==> src/rtl/gf_clmul_seq_pkg.sv <==
// gf_pkg: shared types, defaults and helpers for the GF(2^m) datapath stages.
package gf_pkg;
    typedef enum logic [1:0] {IDLE, BUSY, DONE} gf_state_t;
    localparam int GF_DATA_WIDTH_DEF = 10;
    localparam int GF_GRADE_W = $clog2(GF_DATA_WIDTH_DEF) + 1;
    function automatic logic [63:0] mask_by_grade(input int grade);
        return (grade >= 64) ? '1 : (64'(1) << grade) - 64'(1);
    endfunction
endpackage

==> src/rtl/gf_clmul_seq_if.sv <==
// gf_clmul_seq_if: operand/product handshake bundle between producer, multiplier and reducer.
interface gf_clmul_seq_if #(parameter int DATA_WIDTH = gf_pkg::GF_DATA_WIDTH_DEF);
    localparam int GW = $clog2(DATA_WIDTH) + 1;
    logic in_valid, in_ready, out_valid, out_ready;
    logic [DATA_WIDTH-1:0] a_in, b_in;
    logic [GW-1:0] polyn_grade_in, polyn_grade_out;
    logic [DATA_WIDTH:0] polyn_red_in, polyn_red_out;
    logic [2*DATA_WIDTH-1:0] prod_out;
    modport slave (
        input in_valid, a_in, b_in, polyn_grade_in, polyn_red_in, out_ready,
        output in_ready, out_valid, prod_out, polyn_grade_out, polyn_red_out
    );
    modport master (
        output in_valid, a_in, b_in, polyn_grade_in, polyn_red_in, out_ready,
        input in_ready, out_valid, prod_out, polyn_grade_out, polyn_red_out
    );
endinterface

==> src/rtl/gf_clmul_seq_step.sv <==
// gf_clmul_step: one carry-less multiply-accumulate step.
module gf_clmul_step #(parameter int WIDTH = 20) (
    input  logic [WIDTH-1:0] acc,
    input  logic [WIDTH-1:0] a_sh,
    input  logic             b_bit,
    output logic [WIDTH-1:0] res
);
    assign res = acc ^ (b_bit ? a_sh : '0);
endmodule

==> src/rtl/gf_clmul_seq.sv <==
// gf_clmul_seq: iterative carry-less multiplier, one multiplier bit per clock.
module gf_clmul_seq
    import gf_pkg::*;
#(
    parameter int DATA_WIDTH = GF_DATA_WIDTH_DEF
) (
    input logic clk,
    input logic rst,
    gf_clmul_seq_if.slave bus
);
    localparam int GW = $clog2(DATA_WIDTH) + 1;
    localparam int PW = 2 * DATA_WIDTH;
    gf_state_t state, state_n;
    logic [GW-1:0] cnt, grade_q;
    logic [DATA_WIDTH:0] red_q;
    logic [PW-1:0] acc, a_sh, acc_n;
    logic [DATA_WIDTH-1:0] b_sh, mask;
    logic accept, grade_ok, last;

    assign bus.in_ready = (state == IDLE) || (state == DONE && bus.out_ready);
    assign accept = bus.in_valid && bus.in_ready;
    assign grade_ok = bus.polyn_grade_in >= GW'(2) && bus.polyn_grade_in <= GW'(DATA_WIDTH);
    assign last = cnt == grade_q - GW'(1);
    assign mask = DATA_WIDTH'(mask_by_grade(int'(bus.polyn_grade_in)));
    assign bus.out_valid = state == DONE;
    assign bus.prod_out = acc;
    assign bus.polyn_grade_out = grade_q;
    assign bus.polyn_red_out = red_q;

    gf_clmul_step #(.WIDTH(PW)) u_step (.acc(acc), .a_sh(a_sh), .b_bit(b_sh[0]), .res(acc_n));

    always_ff @(posedge clk)
        state <= rst ? IDLE : state_n;

    // An invalid grade skips BUSY; acc is already cleared on accept, so the product is 0.
    always_comb begin
        state_n = state;
        state_n = accept ? (grade_ok ? BUSY : DONE) :
                  (state == BUSY && last) ? DONE :
                  (state == DONE && bus.out_ready) ? IDLE : state;
    end

    always_ff @(posedge clk) begin
        if (rst) begin
            cnt     <= '0;
            acc     <= '0;
            a_sh    <= '0;
            b_sh    <= '0;
            grade_q <= '0;
            red_q   <= '0;
        end else if (accept) begin
            cnt     <= '0;
            acc     <= '0;
            a_sh    <= {{DATA_WIDTH{1'b0}}, bus.a_in & mask};
            b_sh    <= bus.b_in & mask;
            grade_q <= bus.polyn_grade_in;
            red_q   <= bus.polyn_red_in;
        end else if (state == BUSY) begin
            acc  <= acc_n;
            a_sh <= a_sh << 1;
            b_sh <= b_sh >> 1;
            cnt  <= cnt + GW'(1);
        end
    end
endmodule

==> src/flat_wrapper.sv <==
// flat-port wrapper written by rule: the top's interface ports become plain ports
module gf_clmul_seq_flat import gf_pkg::*;
#(
    parameter int DATA_WIDTH = GF_DATA_WIDTH_DEF
)
  (clk, rst, bus_in_valid, bus_a_in, bus_b_in, bus_polyn_grade_in, bus_polyn_red_in, bus_out_ready, bus_in_ready, bus_out_valid, bus_prod_out, bus_polyn_grade_out, bus_polyn_red_out);
  gf_clmul_seq_if #(.DATA_WIDTH(DATA_WIDTH)) bus_i ();
  input logic clk;
  input logic rst;
  input wire logic [$bits(bus_i.in_valid)-1:0] bus_in_valid;
  input wire logic [$bits(bus_i.a_in)-1:0] bus_a_in;
  input wire logic [$bits(bus_i.b_in)-1:0] bus_b_in;
  input wire logic [$bits(bus_i.polyn_grade_in)-1:0] bus_polyn_grade_in;
  input wire logic [$bits(bus_i.polyn_red_in)-1:0] bus_polyn_red_in;
  input wire logic [$bits(bus_i.out_ready)-1:0] bus_out_ready;
  output wire logic [$bits(bus_i.in_ready)-1:0] bus_in_ready;
  output wire logic [$bits(bus_i.out_valid)-1:0] bus_out_valid;
  output wire logic [$bits(bus_i.prod_out)-1:0] bus_prod_out;
  output wire logic [$bits(bus_i.polyn_grade_out)-1:0] bus_polyn_grade_out;
  output wire logic [$bits(bus_i.polyn_red_out)-1:0] bus_polyn_red_out;
  assign bus_i.in_valid = bus_in_valid;
  assign bus_i.a_in = bus_a_in;
  assign bus_i.b_in = bus_b_in;
  assign bus_i.polyn_grade_in = bus_polyn_grade_in;
  assign bus_i.polyn_red_in = bus_polyn_red_in;
  assign bus_i.out_ready = bus_out_ready;
  assign bus_in_ready = bus_i.in_ready;
  assign bus_out_valid = bus_i.out_valid;
  assign bus_prod_out = bus_i.prod_out;
  assign bus_polyn_grade_out = bus_i.polyn_grade_out;
  assign bus_polyn_red_out = bus_i.polyn_red_out;
  gf_clmul_seq #(.DATA_WIDTH(DATA_WIDTH)) u_core (.clk(clk), .rst(rst), .bus(bus_i));
endmodule
==> config.mk <==
export PLATFORM = sky130hd
export DESIGN_NAME = gf_clmul_seq_flat
export DESIGN_NICKNAME = d
export VERILOG_FILES = /design/src/rtl/gf_clmul_seq_pkg.sv /design/src/rtl/gf_clmul_seq_if.sv /design/src/rtl/gf_clmul_seq_step.sv /design/src/rtl/gf_clmul_seq.sv /design/src/flat_wrapper.sv
export SDC_FILE = /design/constraint.sdc
export NUM_CORES = 1
export LEC_CHECK = 0
export CAP_MARGIN = 0
export CELL_PAD_IN_SITES_DETAIL_PLACEMENT = 1
export CELL_PAD_IN_SITES_GLOBAL_PLACEMENT = 2
export CORE_ASPECT_RATIO = 1.25
export CORE_MARGIN = 1
export CORE_UTILIZATION = 30
export CTS_BUF_LIST = sky130_fd_sc_hd__clkbuf_8
export DETAILED_ROUTE_END_ITERATION = 10
export GPL_TIMING_DRIVEN = 0
export PLACE_DENSITY_LB_ADDON = 0.1
export SLEW_MARGIN = 30
export SYNTH_ARGS = -nofsm -noshare
export SYNTH_HDL_FRONTEND = slang
export SYNTH_SLANG_ARGS = --single-unit
==> constraint.sdc <==
create_clock -name clk -period 2.2 [get_ports clk]
set_input_delay 0.44 -clock clk [delete_from_list [all_inputs] [get_ports clk]]
set_output_delay 0.44 -clock clk [all_outputs]
set_load 0.02 [all_outputs]
After elaboration in Yosys (flattened, before gate mapping)
Index checks and enable logic that the tools add are counted.
{"block": "totals", "regBits": 73, "output_inout_bits": 38}
{"block": "op_classes", "add_sub_neg": 3, "n_lt_le_gt_ge": 2, "n_eq_ne": 3, "n_shift": 1, "muxes": 9, "bitwise": 3, "n_reduce_logical": 9}
{"cell": "$mux 10", "count": 4}
{"cell": "$and 10x10->10", "count": 2}
{"cell": "$mux 20", "count": 1}
{"cell": "$xor 20x20->20", "count": 1}
{"cell": "$shl 1x5->10 const A", "count": 1}
{"cell": "$sub 10x1->10 const B", "count": 1}
{"cell": "$mux 2", "count": 4}
{"cell": "$add 5x1->5 const B", "count": 1}
{"cell": "$eq 5x5->1", "count": 1}
{"cell": "$ge 5x2->1 const B", "count": 1}
{"cell": "$le 5x4->1 const B", "count": 1}
{"cell": "$sub 5x1->5 const B", "count": 1}
{"cell": "$logic_and 1x1->1", "count": 4}
{"cell": "$reduce_bool 3->1", "count": 1}
{"cell": "$eq 2x1->1 const B", "count": 1}
{"cell": "$eq 2x2->1 const B", "count": 1}
{"cell": "$logic_not 2->1", "count": 1}
{"cell": "$reduce_bool 2->1", "count": 1}
{"cell": "$reduce_or 2->1", "count": 1}
{"cell": "$logic_or 1x1->1", "count": 1}

Longest topological paths before layout
{"block": "logic_depth", "depth_word": 5, "mapped_depth": 9, "depth_no_buf": 7}

By module
From an unflattened synthesis, not the netlist that was laid out.
{"block": "unflattened", "hier_cells": 446, "area_unflattened_um2": 3455.8}
{"module": "gf_clmul_seq", "instances": 1, "cells_each": 404, "area_per_inst_um2": 3183.1}
{"module": "gf_clmul_step", "instances": 1, "cells_each": 42, "area_per_inst_um2": 272.8}

Worst setup path after synthesis
Ideal clock, no wire load.
{"block": "synth_timing", "kind": "input -> register", "from": "in bus_polyn_grade_in[3]", "to": "reg u_core.a_sh[4]", "setup_time_ns": 0.067, "arrival_ns": 1.894, "setup_slack_ns": 0.239, "stages": 8, "path_buffers": 1, "path_cell_list": "buf_2 nor3_1 nand2_1 ha_1 or4_4 o21ai_2 a22oi_2 o21ai_2"}
{"block": "synth_between", "elab_chain_len": 4}
{"element": "start, declared", "line_no": "flat_wrapper.sv:13", "rtl": "input wire logic [$bits(bus_i.polyn_grade_in)-1:0] bus_polyn_grade_in;"}
{"element": "$shl 1x5->10", "line_no": "gf_clmul_seq_pkg.sv:7", "rtl": "return (grade >= 64) ? '1 : (64'(1) << grade) - 64'(1);"}
{"element": "$sub 10x1->10", "line_no": "gf_clmul_seq_pkg.sv:7"}
{"element": "$and 10x10->10", "line_no": "gf_clmul_seq.sv:54", "rtl": "a_sh <= {{DATA_WIDTH{1'b0}}, bus.a_in & mask};"}
{"element": "$mux 10", "line_no": "gf_clmul_seq.sv:51", "rtl": "end else if (accept) begin"}
{"element": "end signal, assigned", "line_no": "gf_clmul_seq.sv:54"}
{"element": "end signal, assigned", "line_no": "gf_clmul_seq.sv:60", "rtl": "a_sh <= a_sh << 1;"}
{"element": "end, declared", "line_no": "gf_clmul_seq.sv:16", "rtl": "logic [PW-1:0] acc, a_sh, acc_n;"}
No other way between the ends.
A chain may end at the register's enable or synchronous reset.

Worst setup path after layout
{"block": "layout_timing", "from": "in bus_out_ready", "to": "out bus_in_ready"}
{"block": "layout_between", "elab_chain_len": 2}
{"element": "start, declared", "line_no": "flat_wrapper.sv:15", "rtl": "input wire logic [$bits(bus_i.out_ready)-1:0] bus_out_ready;"}
{"element": "$logic_and 1x1->1", "line_no": "gf_clmul_seq.sv:20", "rtl": "assign bus.in_ready = (state == IDLE) || (state == DONE && bus.out_ready);"}
{"element": "$logic_or 1x1->1", "line_no": "gf_clmul_seq.sv:20"}
{"element": "end, declared", "line_no": "flat_wrapper.sv:16", "rtl": "output wire logic [$bits(bus_i.in_ready)-1:0] bus_in_ready;"}
No other way between the ends.

==> impl_metrics.json <==
{
  "cts-root-buf": "clkbuf_8",
  "post_drt_wl_per_cell_um": 15.57,
  "grt_pass1_wl_mm": 15.80,
  "worst_slew_margin_rel_pct": 61.62,
  "peakVddDrop_uv": 272.2,
  "layout_commonest_cell": "nand2_1",
  "antenna_found_initial": 0,
  "drc": 0,
  "async_reset_ff_share_pct": 0,
  "setup_viol": 0,
  "port-buffer-count": 74,
  "syn-num-nets": 444,
  "first_global_vias": 3040,
  "routabilityCongestion": 0.7859,
  "clk_latency_ns": 0.36,
  "core_um2": 10670,
  "critical_path_arrival_ns": 1.61,
  "cp_cell_sequence": "clkdlybuf4s50_1 -> nor2b_2 -> nor2_1 -> dlygate4sd2_1",
  "h-tree-depth": 3,
  "power.density_nw_per_um2": 679.0,
  "critPathSlowestCell": "clkdlybuf4s50_1",
  "synth-edff-count": 0,
  "nets": 532,
  "grt_usage_pct": 18.38,
  "drive_above_1_share_pct": 11.94,
  "slew_violations": 0,
  "rsz0062_at_grt": "false",
  "hold_path.class": "input port to flop",
  "place_area_um2": 4215,
  "drtIter0Drc": 97,
  "critical_path.startpoint_type": "input port",
  "cts_tree": "built",
  "max_stage_delay_ns": 0.50,
  "cp.required_ns": 1.76,
  "clockBufferDepth": 2,
  "min_period_over_period_pct": 92.96,
  "ant_nets": 0,
  "final_cell_mix": "88 x nand2_1, 73 x dfxtp_1, 70 x clkdlybuf4s50_1",
  "power.leakage_nw": 1.628,
  "wl_mm": 9.744,
  "ys_types": 48,
  "worst_setup_path_end_kind": "output pin",
  "path_class": "input port to output pin",
  "syn_avg_cell_area_um2": 8.253,
  "status": "finished, final reports clean",
  "synth_area_um2": 3309,
  "via_per_inst": 4.890,
  "ios": 78,
  "worstMarginPinSlew_ns": 0.5757,
  "fin_area_um2": 4473,
  "post-route-min-period_ns": 2.045,
  "grt_max_degree": 13,
  "yosysSeqAreaShare_pct": 44.16,
  "die_w_um": 95.94,
  "cts_made_buffers": 9,
  "initial_utilization_pct": 31.02,
  "whs_ns": 0.3170,
  "ys_seq_elements": 73,
  "fin_worst_skew_ns": 0.01133,
  "dr.pass1.iters": 4,
  "vias": 3061,
  "power.total_mw": 3.037,
  "hold_viol": 0,
  "clk_pin_slew_worst_paths_ns": 0.08,
  "grt_overflow": 0,
  "cts.sinks": 73,
  "yosysWarnings": 0,
  "areaGrowthSynthToFinish_pct": 35.16,
  "dp_hpwl_mm": 7.256,
  "synthFlopType": "dfxtp_1",
  "synth_cells": 401,
  "max-cap-violations": 0,
  "row_count": 42,
  "diodes": 0,
  "path_max_fanout": 4,
  "fmax_ghz": 0.4890,
  "die_h_um": 119.4,
  "die-area_um2": 11460,
  "finalSetupTns_ns": 0
}
## state kept, by name, summed over array words and instances, names as in the netlist
signal,flops
u_core.state,2
u_core.cnt,5
u_core.a_sh,20
u_core.b_sh,10
u_core.bus.polyn_grade_out,5
u_core.bus.polyn_red_out,11
u_core.bus.prod_out,20
## critical path: cells and delay by family
| family | cells | cell delay [ns] |
|---|---|---|
| AND/OR/NAND/NOR | 2 | 0.34 |
| buffers and inverters | 2 | 0.83 |
## metrics by stage
step / setup slack (ns) / util, % / cells
global placement: -0.5169 / 39.51 / 607
detailed placement: -0.5317 / 39.51 / 607
floorplan: 0.2390 / - / 401
global route: 0.05887 / 41.93 / 626
finish: 0.1549 / 41.93 / 626
CTS: 0.01739 / 41.56 / 623
## where the power goes
group / switching (mW) / total (mW) / internal (mW)
clock: 0.527 / 1.11 / 0.582
combinational: 0.277 / 0.501 / 0.224
sequential: 0.0466 / 1.43 / 1.38
## layer usage
| metal | up-vias | GRT usage [%] | wire, um |
|---|---|---|---|
| li1 | 1528 | - | - |
| met1 | 1462 | 24.15 | 4549 |
| met2 | 60 | 29.51 | 4683 |
| met3 | 11 | 3.895 | 383 |
| met4 | 0 | 6.157 | 128 |
| met5 | - | 0 | 0 |
## cell usage after synthesis (2+ instances only)
cell type   n  area (um^2)
o21ai_2     3        26.28
and3b_1     2        17.52
o21a_1      2        15.01
o211ai_1    6        45.04
o22ai_1     2        12.51
nand4_1     3        18.77
clkbuf_8    3        41.29
clkbuf_1    4        15.01
buf_2      13        65.06
dfxtp_1    73         1461
nand2b_1    5        31.28
nor2_1     41        153.9
inv_1       7        26.28
a311oi_1    5        43.79
a211oi_1    3        22.52
nor2b_1     5        31.28
buf_6       5        56.30
nor4_1      3        18.77
nand2_1    89        334.1
ha_1        3        37.54
a22oi_1     3        22.52
buf_4       2        15.01
xor2_1     24        210.2
nor3_1      4        20.02
xnor2_1     5        43.79
o21ai_0    10        50.05
a21oi_1    45        225.2
nor4_2      2        25.02
a32oi_1     3        26.28
nand3_1     7        35.03
mux2_1      2        22.52
## cells by family (layout without fill, tap and decap cells)
kind of cell | Yosys count | in the layout | share of synthesized area, %
fa+ha+maj | 3 | 3 | 1.134
buf+inv | 34 | 127 | 6.616
mux | 2 | 2 | 0.6805
flops | 73 | 73 | 44.16
xor+xnor | 29 | 29 | 7.675
compound gates | 92 | 92 | 17.32
simple gates | 168 | 168 | 22.42
## timing repair
action                     4_1_cts  5_1_grt
setup endpoints to repair        8        5
buffers inserted                 0        3
pin swaps                        1        3
cloned                           0        0
resized for setup                7        5
hold buffers                     0        0
## path summary, 6_finish.rpt
path	depth (start not counted)	startpoint	slack, ns	endpoint
hold reg to reg	2	u_core.bus.polyn_red_out[8]	0.46	u_core.bus.polyn_red_out[8]
hold / removal	2	rst	0.32	u_core.a_sh[6]
setup reg to reg	5	u_core.bus.polyn_grade_out[0]	0.59	u_core.state[1]
setup / recovery	4	bus_out_ready	0.15	bus_in_ready
## area by class of cell
| type | count | area (um^2) |
|---|---|---|
| multi-input cells | 294 | 1654 |
| plain buffers | 27 | 198.9 |
| fillers | 1281 | 6195 |
| clock inverters | 5 | 53.80 |
| inverters | 7 | 26.28 |
| clock buffers | 11 | 151.4 |
| well taps | 132 | 165.2 |
| flip-flops and latches | 73 | 1461 |
| repair buffers | 77 | 762.0 |
(Power assumes the default switching activity.)
